--- src/rtl/fetch_pkg.sv ---
// Shared types and constants for the instruction fetch stage.
package fetch_pkg;
  localparam int INS_W = 32;
  localparam int unsigned PC_STEP = 4;

  typedef enum logic [1:0] {IDLE, RUN, DRAIN} fetch_state_e;

  typedef struct packed {
    logic [INS_W-1:0] ins;
    logic [INS_W-1:0] pc;
  } fetch_entry_t;
endpackage

--- src/rtl/fetch_fifo.sv ---
// Synchronous FIFO with flush; serves as both the instruction queue and the PC side-queue.
module fetch_fifo #(
  parameter int W     = 64,
  parameter int DEPTH = 4,
  parameter int CW    = $clog2(DEPTH+1)
) (
  input  logic          clk,
  input  logic          rst,
  input  logic          push,
  input  logic          pop,
  input  logic          flush,
  input  logic [W-1:0]  din,
  output logic [W-1:0]  dout,
  output logic [CW-1:0] count
);
  localparam int AW = $clog2(DEPTH);

  logic [DEPTH-1:0][W-1:0] mem;
  logic [AW-1:0] rd, wr;

  assign dout = mem[rd];

  // DEPTH is a power of two, so the pointers wrap naturally.
  always_ff @(posedge clk or posedge rst) begin
    if (rst) begin
      mem   <= '0;
      rd    <= '0;
      wr    <= '0;
      count <= '0;
    end else if (flush) begin
      rd    <= '0;
      wr    <= '0;
      count <= '0;
    end else begin
      if (push) begin
        mem[wr] <= din;
        wr      <= wr + AW'(1);
      end
      if (pop) rd <= rd + AW'(1);
      count <= count + CW'(push) - CW'(pop);
    end
  end

  a_no_overflow: assert property (@(posedge clk) disable iff (rst)
    !(push && !flush && !pop && count == CW'(DEPTH)));
  a_no_underflow: assert property (@(posedge clk) disable iff (rst)
    !(pop && !flush && count == '0));
endmodule

--- src/rtl/ins_fetch.sv ---
// Fetch stage: PC, credit-limited SRAM requests, in-order response queue, and
// redirect with drop of stale in-flight responses.
module ins_fetch import fetch_pkg::*; #(
  parameter logic [31:0] RESET_PC = 32'h0000_0000,
  parameter int          DEPTH    = 4
) (
  input  logic             clk,
  input  logic             rst,
  input  logic             fetchEn,
  input  logic             redirect,
  input  logic [31:0]      redirectPc,
  output logic             imemReq,
  output logic [31:0]      imemAddr,
  input  logic             imemGnt,
  input  logic             imemRvalid,
  input  logic [INS_W-1:0] imemRdata,
  output logic [INS_W-1:0] ins,
  output logic [31:0]      insPc,
  output logic             insValid,
  input  logic             insReady
);
  localparam int CW = $clog2(DEPTH+1);
  localparam logic [31:0] PC_INIT = {RESET_PC[31:2], 2'b00};
  localparam logic [CW:0] DEPTH_C = (CW+1)'(DEPTH);

  fetch_state_e  state;
  logic [31:0]   pc, aq_pc;
  logic [CW-1:0] outstanding, drop_cnt, count, aq_count, out_net;
  logic [CW:0]   credit;
  logic          grant, drop, accept, pop;
  fetch_entry_t  push_ent, head;

  // Buffered plus in-flight words may never exceed the queue depth.
  assign credit   = {1'b0, count} + {1'b0, outstanding};
  assign imemReq  = (state != IDLE) && fetchEn && !redirect && (credit < DEPTH_C);
  assign imemAddr = pc;
  assign grant    = imemReq && imemGnt;
  assign drop     = imemRvalid && (redirect || drop_cnt != '0);
  assign accept   = imemRvalid && !drop;
  assign pop      = insValid && insReady && !redirect;
  assign out_net  = outstanding - CW'(imemRvalid);

  assign push_ent = '{ins: imemRdata, pc: aq_pc};
  assign ins      = head.ins;
  assign insPc    = head.pc;
  assign insValid = (count != '0);

  always_ff @(posedge clk or posedge rst) begin
    if (rst) begin
      state       <= IDLE;
      pc          <= PC_INIT;
      outstanding <= '0;
      drop_cnt    <= '0;
    end else begin
      outstanding <= outstanding + CW'(grant) - CW'(imemRvalid);
      if (redirect) begin
        pc       <= redirectPc & ~32'h3;
        drop_cnt <= out_net;
        state    <= (out_net != '0) ? DRAIN : (fetchEn ? RUN : IDLE);
      end else begin
        if (grant) pc <= pc + PC_STEP;
        if (drop) drop_cnt <= drop_cnt - CW'(1);
        case (state)
          IDLE:    if (fetchEn) state <= RUN;
          RUN:     if (!fetchEn && drop_cnt == '0) state <= IDLE;
          DRAIN:   if (drop_cnt == '0 || (drop_cnt == CW'(1) && imemRvalid))
                     state <= fetchEn ? RUN : IDLE;
          default: state <= IDLE;
        endcase
      end
    end
  end

  fetch_fifo #(.W(2*INS_W), .DEPTH(DEPTH)) u_ins_q (
    .clk(clk), .rst(rst), .push(accept), .pop(pop), .flush(redirect),
    .din(push_ent), .dout(head), .count(count)
  );

  fetch_fifo #(.W(32), .DEPTH(DEPTH)) u_pc_q (
    .clk(clk), .rst(rst), .push(grant), .pop(accept), .flush(redirect),
    .din(pc), .dout(aq_pc), .count(aq_count)
  );

  a_pc_known: assert property (@(posedge clk) disable iff (rst)
    accept |-> aq_count != '0);
endmodule

--- config.mk ---
export PLATFORM = sky130hd
export DESIGN_NAME = ins_fetch
export DESIGN_NICKNAME = d
export VERILOG_FILES = /design/src/rtl/fetch_pkg.sv /design/src/rtl/fetch_fifo.sv /design/src/rtl/ins_fetch.sv
export SDC_FILE = /design/constraint.sdc
export NUM_CORES = 1
export LEC_CHECK = 0
export ABC_CLOCK_PERIOD_IN_PS = 17850
export CORE_MARGIN = 8
export CORE_UTILIZATION = 42
export DETAILED_ROUTE_END_ITERATION = 16
export PLACE_DENSITY = 0.69
export SLEW_MARGIN = 20
export SYNTH_ARGS = -nofsm -noshare
export SYNTH_HDL_FRONTEND = slang
export SYNTH_SLANG_ARGS = --single-unit
--- constraint.sdc ---
create_clock -name clk -period 17.85 [get_ports clk]
set_input_delay 3.57 -clock clk [delete_from_list [all_inputs] [get_ports clk]]
set_output_delay 3.57 -clock clk [all_outputs]
set_load 0.005 [all_outputs]
Word level (Yosys, flattened, before mapping) --
Cells that the tools add are included.
Storage, ports and cells: register bits 435, input port bits 71, output and inout port bits 98
Cells by class: add/sub/neg operators 12, order comparisons 7, eq/ne operators 6, mux-type cells 30, bitwise operators 1, reductions and logical operators 30
Operators by type and width (count):
- bitwise mux 256 bit | 1
- binary-select mux 64 bit (select 2 bit) | 1
- bitwise mux 128 bit | 1
- demux 64 bit (select 2 bit) | 1
- two-way mux 32 bit | 4
- two-way mux 64 bit | 2
- binary-select mux 32 bit (select 2 bit) | 1
- demux 32 bit (select 2 bit) | 1
- adder 32 x 3 -> 32 bit, second input constant | 1
- two-way mux 2 bit | 13
- logical AND 1 bit | 12
- less-than comparator 2 x 3 -> 1 bit, second input constant | 4
- nonzero test 2 bit | 5
- two-way mux 3 bit | 3
- != test 3 bit, second input constant | 3
- nonzero test 3 bit | 3
- subtractor 3 x 1 -> 3 bit | 3
- adder 2 x 1 -> 2 bit, second input constant | 4
- adder 3 x 1 -> 3 bit | 2
- one-hot mux 2 bit (3 select lines) | 1
- adder 3 x 3 -> 4 bit | 1
- >= comparator 2 x 1 -> 1 bit, second input constant | 2
- less-than comparator 4 x 3 -> 1 bit, second input constant | 1
- AND reduction 2 bit | 2
- 11 further kinds | 14

Depth between registers and ports, before layout --
depth after elaboration 8, depth in mapped cells 12, gate-level depth less buffers 10

Cells and area by module --
A second synthesis with hierarchy kept.
Unflattened totals: cells, all modules 1281, area total of the unflattened synthesis 21459.3 µm²
By module, submodules not included:
- fetch_fifo at u_ins_q | instances 1, cells each 658, area each 12602.1 µm², seq. area each 6581.3 µm²
- fetch_fifo at u_pc_q | instances 1, cells each 347, area each 6391.1 µm², seq. area each 3378.2 µm²
- ins_fetch | instances 1, cells each 276, area each 2466.1 µm², seq. area each 950.9 µm²

Worst setup path after synthesis --
OpenSTA, ideal clock, no wires.
path kind in2out, start input port fetchEn, end output port imemReq, data arrival time 4474 ps, required time 14280 ps, setup slack 9806 ps, stages 4, path buffers 2, path through and3_1 -> clkbuf_1 -> clkbuf_1 -> nor4b_1
On the way: cells in the longest elaborated chain, start to end 3
RTL lines:
- from (decl) | RTL line ins_fetch.sv:9 | input logic fetchEn,
- logical AND 1 bit (3 in a row) | RTL line ins_fetch.sv:35 | assign imemReq = (state != IDLE) && fetchEn && !redirect && (credit < DEPTH_C);
- to (decl) | RTL line ins_fetch.sv:12 | output logic imemReq,
Every way passes these cells.

Final worst setup path --
Ends and elaborated chain as after synthesis.

==> flow_metrics.py <==
metrics = {
    "cells_and_area": {
        "final_layout_size_suffix_gt1_frac": 0.410,
        "antenna_cells": 0,
        "stdcell_count": 1983,
        "final_nets": 1451,
        "area_growth_pct": 19.0,
    },
    "grt": {
        "grt_pass1_vias": 11800,
        "grt_pass1_wl_um": 67200,
        "grt_usage": 0.165,
        "grt_max_degree": 133,
        "antenna_found_initial": 1,
        "grt-ovfl-total": 0,
    },
    "setup_path": {
        "critical_path.max_fanout": 15,
        "max_stage_delay_ns": 0.57,
        "arrival_ns": 5.53,
        "path_cells": "clkdlybuf4s50_1 > and3_1 > nor4b_1 > clkdlybuf4s50_1",
        "end_kind": "primary output",
        "slowest_stage": "clkdlybuf4s50_1",
        "critPathLaunchType": "input port",
        "path_common_cell": "clkdlybuf4s50_1",
        "worstSetupPathType": "input port to primary output",
        "required_ns": 14.28,
    },
    "timing": {
        "finalCritPeriodShare": 0.510,
        "slew_headroom": 0.301,
        "setup_tns_ns": 0,
        "period_needed_ns": 9.10,
        "rsz0062_at_grt": "false",
        "drv_slew": 0,
        "hold_viol_final": 0,
        "fin_skew_ns": 0.0339,
        "worst_pin_slew_ns": 1.05,
        "fin_ws_ns": 8.75,
        "max_freq_mhz": 110,
        "finalSetupViolCount": 0,
    },
    "status": {
        "status": "completed",
    },
    "drt": {
        "routedWlPerCell_um": 21.0,
        "drt-pass1-iter-count": 5,
        "drc": 0,
        "vias": 10900,
        "final_antenna_net_count": 0,
        "vias_per_cell": 5.47,
        "drt_iter0_markers": 475,
        "postRouteWirelength_um": 41700,
    },
    "pwr": {
        "worst_ir_drop_vdd_mv": 0.101,
        "p_leak_nw": 10.3,
        "swShare": 0.276,
        "switchingPower_w": 0.000841,
        "share_comb_of_total_power": 0.277,
        "internal_power_w": 0.00220,
        "clockPowerShare": 0.302,
        "seqPwrFrac": 0.421,
        "p_per_area_nw_per_um2": 136,
    },
    "floorplanning": {
        "start_util": 0.425,
        "die_h_um": 228,
        "die_w_um": 228,
        "fp.coreArea_um2": 44200,
        "io_pins": 169,
        "fp.dieArea_um2": 51800,
        "row_count": 77,
    },
    "yosys": {
        "mappedNetlistArea_um2": 18800,
        "synth_most_common_cell": "dfrtp_1",
        "synth_common_cells": "417 x dfrtp_1, 367 x mux2_2, 92 x mux4_2",
        "yosysTopAreaCellShare": 0.555,
        "synth_top_flop_cell": "dfrtp_1",
        "yosys.area.top_type": "dfrtp_1",
        "synthCells": 1216,
        "synth_top_cells_by_area": "dfrtp_1 56%, mux2_2 22%, mux4_2 11%",
        "syn_area_per_cell_um2": 15.5,
        "ys_ff_latch": 417,
        "ys_types": 56,
        "synth_edf_count": 0,
        "synth-seq-area-share": 0.555,
        "yosysWarnings": 0,
        "async_reset_ff_frac": 1.00,
    },
    "worst_hold_path": {
        "hp-class": "flip-flop to flip-flop",
    },
    "clock_tree": {
        "cts-resized-gates": 0,
        "cts.clk_slew.worst_paths_ns": 0.06,
        "numClockSinks": 417,
        "ctsRootBufferMaster": "clkbuf_16",
        "clock_latency_ns": 0.59,
        "post-cts-setup-buffer-count": 0,
        "htree_levels": 2,
        "cts_buffers": 46,
        "cts.path.max_buffers": 3,
        "cts_tree": "yes",
        "postCtsHoldBufs": 0,
    },
    "place": {
        "port_buffers": 162,
        "dpl.hpwl_um": 26000,
        "dp_cells": 1902,
        "pre_cts_ws_ns": 8.79,
        "gp_congestion": 0.793,
    },
    "run": {
        "cap_violations": 0,
    },
}
## placed cells by master, fill, tap and decap left out, drive strengths merged, types with 4 or more instances in the layout
cell type and instances:
nand3 24, mux4 92, ha 20, nor2 20, dfrtp 417, nor4 4
clkdlybuf4s50 161, inv 20, clkinv 10, nor3 7, a221o 8, xnor2 5
a21o 4, a21oi 4, and3 5, mux2 368, o311ai 6, clkbuf 68
or3 4, buf 13, o211ai 8, nand4 11, nand2 48, o21ai 14
conb 4, xor2 13
## final timing paths
check	from	to	slack, ns	depth (start not counted)
max	fetchEn	imemReq	8.75	4
min	u_pc_q.mem[25]	u_pc_q.mem[25]	0.49	1
max reg2reg	outstanding[2]	outstanding[2]	14.41	9
min reg2reg	u_pc_q.mem[25]	u_pc_q.mem[25]	0.49	1
max in group asynchronous	rst	u_pc_q.mem[60]	11.99	4
min in group asynchronous	rst	u_ins_q.mem[38]	3.53	2
## per-layer routing
metal	wire length, um	vias up	global-route usage	part of all wire
met1	18800	5744	0.222	0.45
met3	2260	57	0.0411	0.054
met2	19800	250	0.266	0.48
met5	13	-	0	0.00031
met4	771	2	0.0424	0.018
li1	-	4798	-	-
## critical path, delay by kind of cell
family	cells	cell delay, ns
buffers and inverters	2	1.11
and+or+nand+nor	2	0.85
## power by group through the flow
stage               logic (W)  registers, W  clock network [W]
detailed placement   0.000860       0.00130                  0
floorplan            0.000547       0.00123                  0
global route         0.000918       0.00131           0.000987
global placement     0.000839       0.00128                  0
finish               0.000844       0.00128           0.000919
CTS                  0.000863       0.00128           0.000949
## registers in the layout (all words and copies together) (netlist names)
signal         count
state              2
u_ins_q.wr         2
u_pc_q.wr          2
drop_cnt           3
u_pc_q.mem       120
outstanding        3
u_pc_q.rd          2
u_ins_q.mem      248
u_ins_q.count      3
imemAddr          30
u_ins_q.rd         2
## cell families (layout without fill, tap and decap cells)
group / after synthesis / count (layout) / share of synthesized area
adders and majority gates: 22 / 22 / 0.0154
xor gates and xnor gates: 18 / 18 / 0.00839
buffers and inverters: 101 / 273 / 0.0262
other: 1 / 4 / 0.000200
AOI/OAI and AO/OA: 57 / 57 / 0.0225
DFF: 417 / 417 / 0.555
and+or+nand+nor: 137 / 137 / 0.0397
muxes: 463 / 463 / 0.332
## area by class of cell
| type | count | area, um2 |
|---|---|---|
| Fill cell | 3689 | 21900 |
| Timing Repair Buffer | 174 | 1710 |
| Multi-Input combinational cell | 701 | 7920 |
| Clock inverter | 13 | 138 |
| Clock buffer | 68 | 1340 |
| Inverter | 18 | 75.1 |
| Tap cell | 592 | 741 |
| Sequential cell | 417 | 10400 |
## stage by stage
stage                     instance area, um2  hold slack [ns]  total power, W  utilization
after floorplan                        18800            0.459         0.00178            -
after global placement                 20900            0.472         0.00212        0.472
after detailed placement               20900            0.482         0.00216        0.472
after CTS                              22400            0.495         0.00310        0.506
after global routing                   22400            0.506         0.00322        0.506
final                                  22400            0.490         0.00304        0.506
(Power assumes the default switching activity.)
